File: src/rtl/subdiv_stage_ctrl.sv
// Top-level sequencer for the subdivision datapath: header read, capacity check,
// in-order stage launch and OBJ RAM port arbitration. Optional: SUBDIV_STAGE_CTRL_PERF_EN.
module subdiv_stage_ctrl #(
  parameter int ADDR_WIDTH         = 9,
  parameter int NUM_STAGES         = 2,
  parameter int MAX_NEIGHBOR_COUNT = 10,
  parameter int ACK_TIMEOUT        = 16
) (
  input  logic                             clk,
  input  logic                             rst,
  input  logic                             start,
  output logic                             done,
  output logic                             error,
  output logic [1:0]                       err_code,
  output logic [2:0]                       err_stage,
  output logic [31:0]                      vertex_count,
  output logic [31:0]                      face_count,
  output logic [NUM_STAGES-1:0]            stage_start,
  input  logic [NUM_STAGES-1:0]            stage_busy,
  input  logic [NUM_STAGES-1:0]            stage_obj_en,
  input  logic [NUM_STAGES*4-1:0]          stage_obj_we,
  input  logic [NUM_STAGES*ADDR_WIDTH-1:0] stage_obj_a,
  input  logic [NUM_STAGES*32-1:0]         stage_obj_di,
  output logic                             RAM_OBJ_EN,
  output logic [3:0]                       RAM_OBJ_WE,
  output logic [ADDR_WIDTH-1:0]            RAM_OBJ_A,
  output logic [31:0]                      RAM_OBJ_Di,
  input  logic [31:0]                      RAM_OBJ_Do,
  output logic [31:0]                      stage_obj_do,
  output logic [2:0]                       cur_stage,
  output logic                             busy
`ifdef SUBDIV_STAGE_CTRL_PERF_EN
  ,
  output logic [NUM_STAGES*32-1:0]         cycle_count
`endif
);

  localparam logic [3:0] S_IDLE      = 4'd0;
  localparam logic [3:0] S_HDR_A0    = 4'd1;
  localparam logic [3:0] S_HDR_A1    = 4'd2;
  localparam logic [3:0] S_HDR_VC    = 4'd3;
  localparam logic [3:0] S_HDR_FC    = 4'd4;
  localparam logic [3:0] S_CHECK     = 4'd5;
  localparam logic [3:0] S_LAUNCH    = 4'd6;
  localparam logic [3:0] S_WAIT_ACK  = 4'd7;
  localparam logic [3:0] S_WAIT_DONE = 4'd8;
  localparam logic [3:0] S_NEXT      = 4'd9;
  localparam logic [3:0] S_FINISH    = 4'd10;
  localparam logic [3:0] S_FAULT     = 4'd11;

  localparam int SEL_W = (NUM_STAGES > 1) ? $clog2(NUM_STAGES) : 1;
  localparam int TMO_W = $clog2(ACK_TIMEOUT + 1);
  localparam logic [TMO_W-1:0] ACK_LAST  = TMO_W'(ACK_TIMEOUT - 1);
  localparam logic [39:0]      RAM_DEPTH = 40'd1 << ADDR_WIDTH;

  logic [3:0]            state;
  logic [TMO_W-1:0]      ack_cnt;
  logic [SEL_W-1:0]      sel;
  logic                  granted;
  logic [39:0]           obj_words;
  logic [39:0]           nbr_words;

  logic                  req_en [NUM_STAGES];
  logic [3:0]            req_we [NUM_STAGES];
  logic [ADDR_WIDTH-1:0] req_a  [NUM_STAGES];
  logic [31:0]           req_di [NUM_STAGES];

  for (genvar g = 0; g < NUM_STAGES; g++) begin : g_unpack
    assign req_en[g] = stage_obj_en[g];
    assign req_we[g] = stage_obj_we[g*4 +: 4];
    assign req_a[g]  = stage_obj_a[g*ADDR_WIDTH +: ADDR_WIDTH];
    assign req_di[g] = stage_obj_di[g*32 +: 32];
  end

  assign sel          = cur_stage[SEL_W-1:0];
  assign granted      = (state == S_LAUNCH) || (state == S_WAIT_ACK) || (state == S_WAIT_DONE);
  assign busy         = (state != S_IDLE);
  assign done         = (state == S_FINISH) || (state == S_FAULT);
  assign stage_obj_do = RAM_OBJ_Do;

  // Header counts are zero-extended so the sums and products cannot wrap.
  assign obj_words = 40'd2 + 40'd3 * {8'd0, vertex_count} + 40'd3 * {8'd0, face_count};
  assign nbr_words = {8'd0, vertex_count} * 40'(MAX_NEIGHBOR_COUNT);

  // NOTE: every signal assigned in always_comb gets a default first; otherwise
  // a path that skips the assignment infers a latch.
  always_comb begin
    RAM_OBJ_EN = 1'b0;
    RAM_OBJ_WE = 4'h0;
    RAM_OBJ_A  = '0;
    RAM_OBJ_Di = 32'h0;
    case (state)
      S_HDR_A0: RAM_OBJ_EN = 1'b1;
      S_HDR_A1: begin
        RAM_OBJ_EN = 1'b1;
        RAM_OBJ_A  = ADDR_WIDTH'(1);
      end
      S_LAUNCH, S_WAIT_ACK, S_WAIT_DONE: begin
        RAM_OBJ_EN = req_en[sel];
        RAM_OBJ_WE = req_we[sel];
        RAM_OBJ_A  = req_a[sel];
        RAM_OBJ_Di = req_di[sel];
      end
      default: ;
    endcase
  end

  // Gated by rst so a reset landing on a LAUNCH cycle never emits a pulse.
  always_comb begin
    stage_start = '0;
    if (state == S_LAUNCH && !rst) stage_start[sel] = 1'b1;
  end

  // NOTE: sequential state uses non-blocking assignments so every register
  // samples the pre-edge values, independent of statement order.
  always_ff @(posedge clk) begin
    if (rst) begin
      state        <= S_IDLE;
      ack_cnt      <= '0;
      cur_stage    <= 3'd0;
      error        <= 1'b0;
      err_code     <= 2'd0;
      err_stage    <= 3'd0;
      vertex_count <= 32'd0;
      face_count   <= 32'd0;
    end else begin
      case (state)
        S_IDLE: begin
          if (start) begin
            error     <= 1'b0;
            err_code  <= 2'd0;
            err_stage <= 3'd0;
            cur_stage <= 3'd0;
            state     <= S_HDR_A0;
          end
        end
        S_HDR_A0: state <= S_HDR_A1;
        // Read data lags the address by one cycle, so each count is captured
        // on the edge that enters its named state.
        S_HDR_A1: begin
          vertex_count <= RAM_OBJ_Do;
          state        <= S_HDR_VC;
        end
        S_HDR_VC: begin
          face_count <= RAM_OBJ_Do;
          state      <= S_HDR_FC;
        end
        S_HDR_FC: state <= S_CHECK;
        S_CHECK: begin
          if (vertex_count == 32'd0 || face_count == 32'd0) begin
            error    <= 1'b1;
            err_code <= 2'd1;
            state    <= S_FAULT;
          end else if (obj_words > RAM_DEPTH || nbr_words > RAM_DEPTH) begin
            error    <= 1'b1;
            err_code <= 2'd2;
            state    <= S_FAULT;
          end else begin
            cur_stage <= 3'd0;
            state     <= S_LAUNCH;
          end
        end
        S_LAUNCH: begin
          ack_cnt <= '0;
          state   <= S_WAIT_ACK;
        end
        S_WAIT_ACK: begin
          if (stage_busy[sel]) begin
            state <= S_WAIT_DONE;
          end else if (ack_cnt == ACK_LAST) begin
            error     <= 1'b1;
            err_code  <= 2'd3;
            err_stage <= cur_stage;
            state     <= S_FAULT;
          end else begin
            ack_cnt <= ack_cnt + 1'b1;
          end
        end
        S_WAIT_DONE: if (!stage_busy[sel]) state <= S_NEXT;
        S_NEXT: begin
          if (cur_stage == 3'(NUM_STAGES - 1)) begin
            state <= S_FINISH;
          end else begin
            cur_stage <= cur_stage + 3'd1;
            state     <= S_LAUNCH;
          end
        end
        S_FINISH, S_FAULT: state <= S_IDLE;
        default: state <= S_IDLE;
      endcase
    end
  end

`ifdef SUBDIV_STAGE_CTRL_PERF_EN
  logic [31:0] perf_cnt [NUM_STAGES];

  // NOTE: this array is a handful of flops, not a RAM, so resetting it is cheap
  // and keeps the counters defined from the first cycle.
  always_ff @(posedge clk) begin
    if (rst) begin
      for (int i = 0; i < NUM_STAGES; i++) perf_cnt[i] <= 32'd0;
    end else if (state == S_IDLE && start) begin
      for (int i = 0; i < NUM_STAGES; i++) perf_cnt[i] <= 32'd0;
    end else if (granted) begin
      perf_cnt[sel] <= perf_cnt[sel] + 32'd1;
    end
  end

  for (genvar g = 0; g < NUM_STAGES; g++) begin : g_perf
    assign cycle_count[g*32 +: 32] = perf_cnt[g];
  end
`endif

endmodule

File: config.mk
export PLATFORM = sky130hd
export DESIGN_NAME = subdiv_stage_ctrl
export DESIGN_NICKNAME = d
export VERILOG_FILES = /design/src/rtl/subdiv_stage_ctrl.sv
export SDC_FILE = /design/constraint.sdc
export NUM_CORES = 1
export LEC_CHECK = 0
export BUFFER_PORTS_ARGS = -buffer_cell sky130_fd_sc_hd__clkbuf_2
export CAP_MARGIN = 10
export CORE_UTILIZATION = 50
export DETAILED_ROUTE_END_ITERATION = 8
export HOLD_SLACK_MARGIN = 0.12
export PLACE_DENSITY = 0.77
export SETUP_SLACK_MARGIN = 0.5
export SLEW_MARGIN = 30
export SYNTH_ARGS = -nofsm -noshare
export SYNTH_HDL_FRONTEND = slang
export SYNTH_SLANG_ARGS = --single-unit
File: constraint.sdc
create_clock -name clk -period 6.7 [get_ports clk]
set_input_delay 0.335 -clock clk [delete_from_list [all_inputs] [get_ports clk]]
set_output_delay 0.335 -clock clk [all_outputs]
set_load 0.02 [all_outputs]
==> impl_metrics.json, run 1 <==
{
  "routed_wl_um": 39000,
  "numCtsBuffers": 9,
  "final_net_count": 1956,
  "detail_route.wl_per_cell_um": 20.2,
  "syn_avg_cell_area_um2": 7.51,
  "path_clk_slew_ns": 0.07,
  "tritoncts": "done",
  "htree_levels": 3,
  "ir_worst_vdd_v": 0.000118,
  "core_region_area_mm2": 0.0212,
  "synth.largest_area_cell": "dfxtp_1",
  "dp_hpwl_um": 32400,
  "criticalPathCategory": "flip-flop to flip-flop",
  "synth_fp_nets": 1754,
  "fin_skew_ns": 0.0104,
  "power_density_mw_per_mm2": 150,
  "viasPerCell": 5.97,
  "via_count": 11495,
  "hold_path_class": "input pin to flip-flop",
  "netlist_instances": 1443,
  "place_congestion": 1.02,
  "rows": 53,
  "antenna_found_initial": 3,
  "dp.cells": 1909,
  "yosysWarningCount": 0,
  "async_flop_share_pct": 0,
  "ys_seq_area_share_pct": 15.1,
  "clkSinkCount": 82,
  "synth-compound-area-share_pct": 20.7,
  "dieArea_mm2": 0.0223,
  "path_max_fanout": 8,
  "grt-ovfl-total": 0,
  "fp.dieH_um": 149,
  "hold_slack_ns": 0.211,
  "drv_slew": 0,
  "synth_edf_count": 0,
  "muxShareOfSynthArea_pct": 4.81,
  "status": "completed",
  "synth_seq_cells": 82,
  "drt-initial-drc-count": 992,
  "cap_violations": 0,
  "hold_violations": 0,
  "grt_pass1_vias": 10764,
  "synth_xor_xnor_area_share_pct": 3.07,
  "worstMarginPinSlew_ns": 0.956,
  "tns_ns": 0,
  "fin_crit_ns": 5.77,
  "drc_errors": 0,
  "regArea_mm2": 0.00165,
  "ctsLongestPathBuffers": 2,
  "fp.dieW_um": 149,
  "fill_cells": 1993,
  "yosys.area.top_type_share_pct": 15.1,
  "multi_input_area_mm2": 0.00820,
  "p_leak_nw": 5.72,
  "cts_root_buf": "clkbuf_16",
  "crit_start": "vertex_count[23]",
  "required_ns": 6.99,
  "synth_area_mm2": 0.0108,
  "first_pass_iters": 5,
  "insertion_delay_ns": 0.37,
  "grt_pass1_wl_um": 59600,
  "drive_gt1_share_pct": 20.2,
  "slew_headroom_pct": 36.3,
  "synth_cell_type_count": 81,
  "initial_core_util_pct": 51.3,
  "arrival_ns": 6.06,
  "ys_top_cells_by_area": "dfxtp_1, ha_1, fa_1",
  "finalSetupViolations": 0,
  "portBuffers": 283,
  "cp-start-kind": "flip-flop",
  "fin_crit_sh_pct": 86.2,
  "grt_start_max_net_pins": 85,
  "post_layout_nonfiller_instances": 1927,
  "postRouteAntennaNets": 0,
  "postCtsHoldBufs": 0,
  "synth_most_common_cell": "nand2_1",
  "endpoint_kind": "flip-flop",
  "rsz0062_at_grt": "no",
  "top_level_ports": 284,
  "synth_top_family_by_area": "adder cells",
  "grtUsageTotal_pct": 35.2,
  "synthTopCellsByCount": "nand2_1, a21oi_1, inv_1, ha_1, nor2_1",
  "area_growth_pct": 15.2,
  "synth-simple-area-share_pct": 21.3,
  "synth_adder_area_share_pct": 25.4,
  "yosys_most_used_dff": "dfxtp_1",
  "max_freq_ghz": 0.173,
  "fin_util_pct": 59.1,
  "worstReg2RegStart": "vertex_count[23]",
  "min_from": "RAM_OBJ_Do[31]"
}
## cell families after synthesis
logic type	count (synthesis)
adders and majority gates	182
and+or+nand+nor	490
muxes	52
buffers and inverters	242
xor gates and xnor gates	38
AOI/OAI and AO/OA	357
DFF	82
## cell type report
type | count | share of cell area [%]
clock inverters | 6 | 0.381
repair buffers | 291 | 11.9
well taps | 275 | 2.75
multi-input cells | 1119 | 65.6
flip-flops and latches | 82 | 13.2
inverters | 142 | 4.27
diodes | 2 | 0.0401
clock buffers | 10 | 1.91
## worst max-delay path, stage by stage, from the launching register on
cell and delay (ns):
dfxtp_1 0.49, inv_1 0.18, fa_1 0.52, fa_1 0.52, inv_1 0.05, ha_1 0.40, a21oi_1 0.27, o21a_1 0.24
o21ai_1 0.08, or4_1 0.58, a2111oi_0 0.48, o211ai_1 0.17, a211oi_1 0.36, nor4b_4 0.46, a31oi_2 0.22, or4_1 0.52
a21oi_1 0.16
## path summary, 6_finish.rpt
check                   endpoint  slack, ns  cells after the start
hold / removal    face_count[31]       0.21                      3
setup reg to reg    cur_stage[2]       0.93                     16
setup / recovery    cur_stage[2]       0.93                     16
hold reg to reg            error       0.47                      2
## state kept, by name, indices dropped and copies added, names as in the netlist
| signal | count |
|---|---|
| state | 4 |
| vertex_count | 32 |
| err_stage | 3 |
| ack_cnt | 5 |
| cur_stage | 3 |
| error | 1 |
| face_count | 32 |
| err_code | 2 |
## metrics by stage
step | power (mW) | setup WS, ns | area (um^2)
2_1_floorplan | 1.11 | 1.75 | 10800
3_3_place_gp | 1.35 | 1.08 | 12200
3_5_place_dp | 1.37 | 0.973 | 12200
4_1_cts | 1.86 | 0.981 | 12500
5_1_grt | 1.97 | 0.570 | 12500
6_report | 1.88 | 0.926 | 12500
## layout by cell type (no fill, tap or decap), types with 8 or more instances in the layout
master,count
o21ai_1,8
a21oi_1,156
xnor2_1,22
fa_1,63
clkbuf_16,9
and3_1,9
inv_1,141
mux2i_1,51
nor3_1,15
o21ai_0,51
a31oi_1,9
nand3_1,23
nand2_1,210
o211ai_1,12
clkbuf_2,283
xor2_1,16
or3_1,8
ha_1,119
nand4_1,36
a211oi_1,16
nor4_1,23
nor2_1,111
dfxtp_1,81
a21o_1,20
or4_1,8
o21a_1,14
## where the power goes
| part | internal, mW | switching (mW) | leakage (nW) |
|---|---|---|---|
| clock network | 0.265 | 0.236 | 0.140 |
| logic | 0.294 | 0.528 | 4.92 |
| registers | 0.509 | 0.0438 | 0.665 |
| total | 1.07 | 0.807 | 5.72 |
## timing repair
item,in CTS,in global routing
gates resized for setup,0,1
buffers inserted,0,0
setup endpoints to repair,0,1
## routing by layer
| metal | up-vias | global-route usage [%] | part of all wire, % |
|---|---|---|---|
| li1 | 5435 | - | - |
| met1 | 5449 | 45.4 | 42 |
| met2 | 537 | 58.6 | 47 |
| met3 | 74 | 6.15 | 8.0 |
| met4 | 0 | 12.7 | 3.1 |
| met5 | - | 0 | 0 |
No activity file was read; power rests on OpenSTA's default activity.
==> run 2: changes to the inputs <==
- ABC_AREA: unset -> 1
- CORE_UTILIZATION: 50 -> 56
- PLACE_DENSITY: 0.77 -> 0.84
==> impl_metrics.json, run 2 <==
{
  "initial_core_util_pct": 57.6,
  "arrival_ns": 4.75,
  "syn_avg_cell_area_um2": 5.92,
  "tritoncts": "done",
  "grt-ovfl-total": 0,
  "grtUsageTotal_pct": 35.7,
  "fp.dieW_um": 147,
  "path_max_fanout": 5,
  "final_common_cell": "nand2_1",
  "fin_crit_sh_pct": 66.9,
  "synth.largest_area_cell": "nand2_1",
  "htree_levels": 3,
  "top_level_ports": 284,
  "drc_errors": 0,
  "power_density_mw_per_mm2": 256,
  "detail_route.wl_per_cell_um": 15.5,
  "synth_cell_type_count": 36,
  "grt_start_max_net_pins": 56,
  "numCtsBuffers": 9,
  "fin_crit_ns": 4.48,
  "endpoint_kind": "flip-flop",
  "finalSetupViolations": 0,
  "postRouteAntennaNets": 0,
  "max_freq_ghz": 0.223,
  "yosys_most_used_dff": "dfxtp_1",
  "clkSinkCount": 82,
  "synth_seq_cells": 82,
  "cts_root_buf": "clkbuf_16",
  "grt_pass1_wl_um": 60800,
  "insertion_delay_ns": 0.35,
  "ir_worst_vdd_v": 0.000210,
  "area_growth_pct": 15.0,
  "fp.dieH_um": 147,
  "required_ns": 6.97,
  "fin_skew_ns": 0.00816,
  "rows": 52,
  "synthTopCellsByCount": "nand2_1, inv_1, nor2_1, a21oi_1, ha_1",
  "synth_edf_count": 0,
  "hold_path_class": "input pin to flip-flop",
  "cts_setup_buffers": 0,
  "synth_most_common_cell": "nand2_1",
  "portBuffers": 283,
  "criticalPathCategory": "flip-flop to flip-flop",
  "synth_area_mm2": 0.0117,
  "fin_util_pct": 66.2,
  "slew_headroom_pct": 61.5,
  "place_congestion": 1.05,
  "timing.final.ws_setup_ns": 2.22,
  "first_pass_iters": 5,
  "cts-resized-gates": 0,
  "routed_wl_um": 38400,
  "drt-initial-drc-count": 927,
  "status": "completed",
  "async_flop_share_pct": 0,
  "ctsLongestPathBuffers": 2,
  "antenna_found_initial": 0,
  "yosysWarningCount": 0,
  "reg.largest.list": "face_count (32), vertex_count (32), ack_cnt (5)",
  "via_count": 13069,
  "viasPerCell": 5.26,
  "drv_slew": 0,
  "dp_hpwl_um": 32700,
  "cp-start-kind": "flip-flop",
  "final_cell_mix": "nand2_1, inv_1, clkbuf_2",
  "postCtsHoldBufs": 0,
  "drive_gt1_share_pct": 15.8,
  "netlist_instances": 1980,
  "dieArea_mm2": 0.0215,
  "cap_violations": 0,
  "grt_pass1_vias": 11856,
  "ys_seq_area_share_pct": 14.0,
  "path_clk_slew_ns": 0.06,
  "tns_ns": 0,
  "rsz0062_at_grt": "no",
  "synth_fp_nets": 2291,
  "ys_top_cells_by_area": "nand2_1, dfxtp_1, ha_1",
  "final_net_count": 2522,
  "p_leak_nw": 7.91,
  "yosys.area.top_type_share_pct": 20.5,
  "core_region_area_mm2": 0.0204,
  "dp_worst_setup_slack_ns": 2.35,
  "hold_violations": 0,
  "antenna_cells": 0,
  "worstMarginPinSlew_ns": 0.572
}
-- run 2: cell types whose count changed after synthesis, sizes merged, moves of 24 or more --
cell,before,now
nand2,210,659
inv,141,394
nor2,111,183
nand3,23,92
mux2i,51,0
nor4,25,0
clkbuf,61,37
-- run 2: final cells by class --
type	instances	area, um^2
timing repair buffer	289	1470
multi-input combinational	1434	8240
fill	1898	6880
clock buffer	10	239
sequential	82	1640
clock inverter	5	78.8
tap	270	338
inverter	395	1480
-- run 2: kinds of logic (layout without fill, tap and decap cells) --
family,after synthesis,in the layout,synth area share [%]
buf+inv,464,699,15.9
fa+ha+maj,182,182,23.5
xor+xnor,13,13,0.971
compound gates,250,250,11.0
flops,82,82,14.0
simple gates,989,989,34.7
-- run 2: worst paths after layout --
kind / cells past startpoint / end / slack [ns] / from
hold / removal: 3 / face_count[19] / 0.30 / RAM_OBJ_Do[19]
hold reg to reg: 2 / ack_cnt[4] / 0.46 / ack_cnt[4]
setup / recovery: 23 / err_code[1] / 2.22 / vertex_count[7]
setup reg to reg: 23 / err_code[1] / 2.22 / vertex_count[7]
-- run 2: worst max-delay path: stages (launching register included) --
cell and delay, ns:
dfxtp_1 0.51, inv_1 0.20, fa_1 0.53, fa_1 0.52
inv_1 0.04, ha_1 0.44, nand2_2 0.13, nor2_2 0.21
nand2_1 0.14, inv_1 0.09, nand2_1 0.06, nand2_1 0.12
nand2_1 0.06, nand2_1 0.06, nand2_1 0.05, nor2_1 0.15
nand3_1 0.10, nor2_1 0.24, nand3_2 0.18, nor2_1 0.14
nand2_1 0.13, nand2_2 0.12, nand2_1 0.05, a21oi_1 0.11
-- run 2: report_power, final --
part | internal (mW) | leakage, nW | switching, mW | total, mW
clock | 0.334 | 0.158 | 0.207 | 0.541
combinational | 0.764 | 7.09 | 1.48 | 2.24
sequential | 0.559 | 0.667 | 0.113 | 0.671
-- run 2: through the flow --
step,cells,cell area [um^2],power [mW],hold WS (ns)
after floorplan,1980,11700,2.19,0.441
after global placement,2469,13200,2.82,0.447
after detailed placement,2470,13200,2.86,0.453
after CTS,2485,13500,3.41,0.291
after global routing,2485,13500,3.75,0.311
final,2485,13500,3.46,0.299
-- run 2: per-layer routing --
layer  global-route usage, %  vias up  share of wire [%]  routed length [um]
li1                        -     6526                  -                   -
met2                    54.0      544                 42               16300
met3                    8.51       53                 11                4230
met4                    7.50        0                1.6                 624
met1                    51.5     5946                 45               17200
met5                       0        -                  0                   0
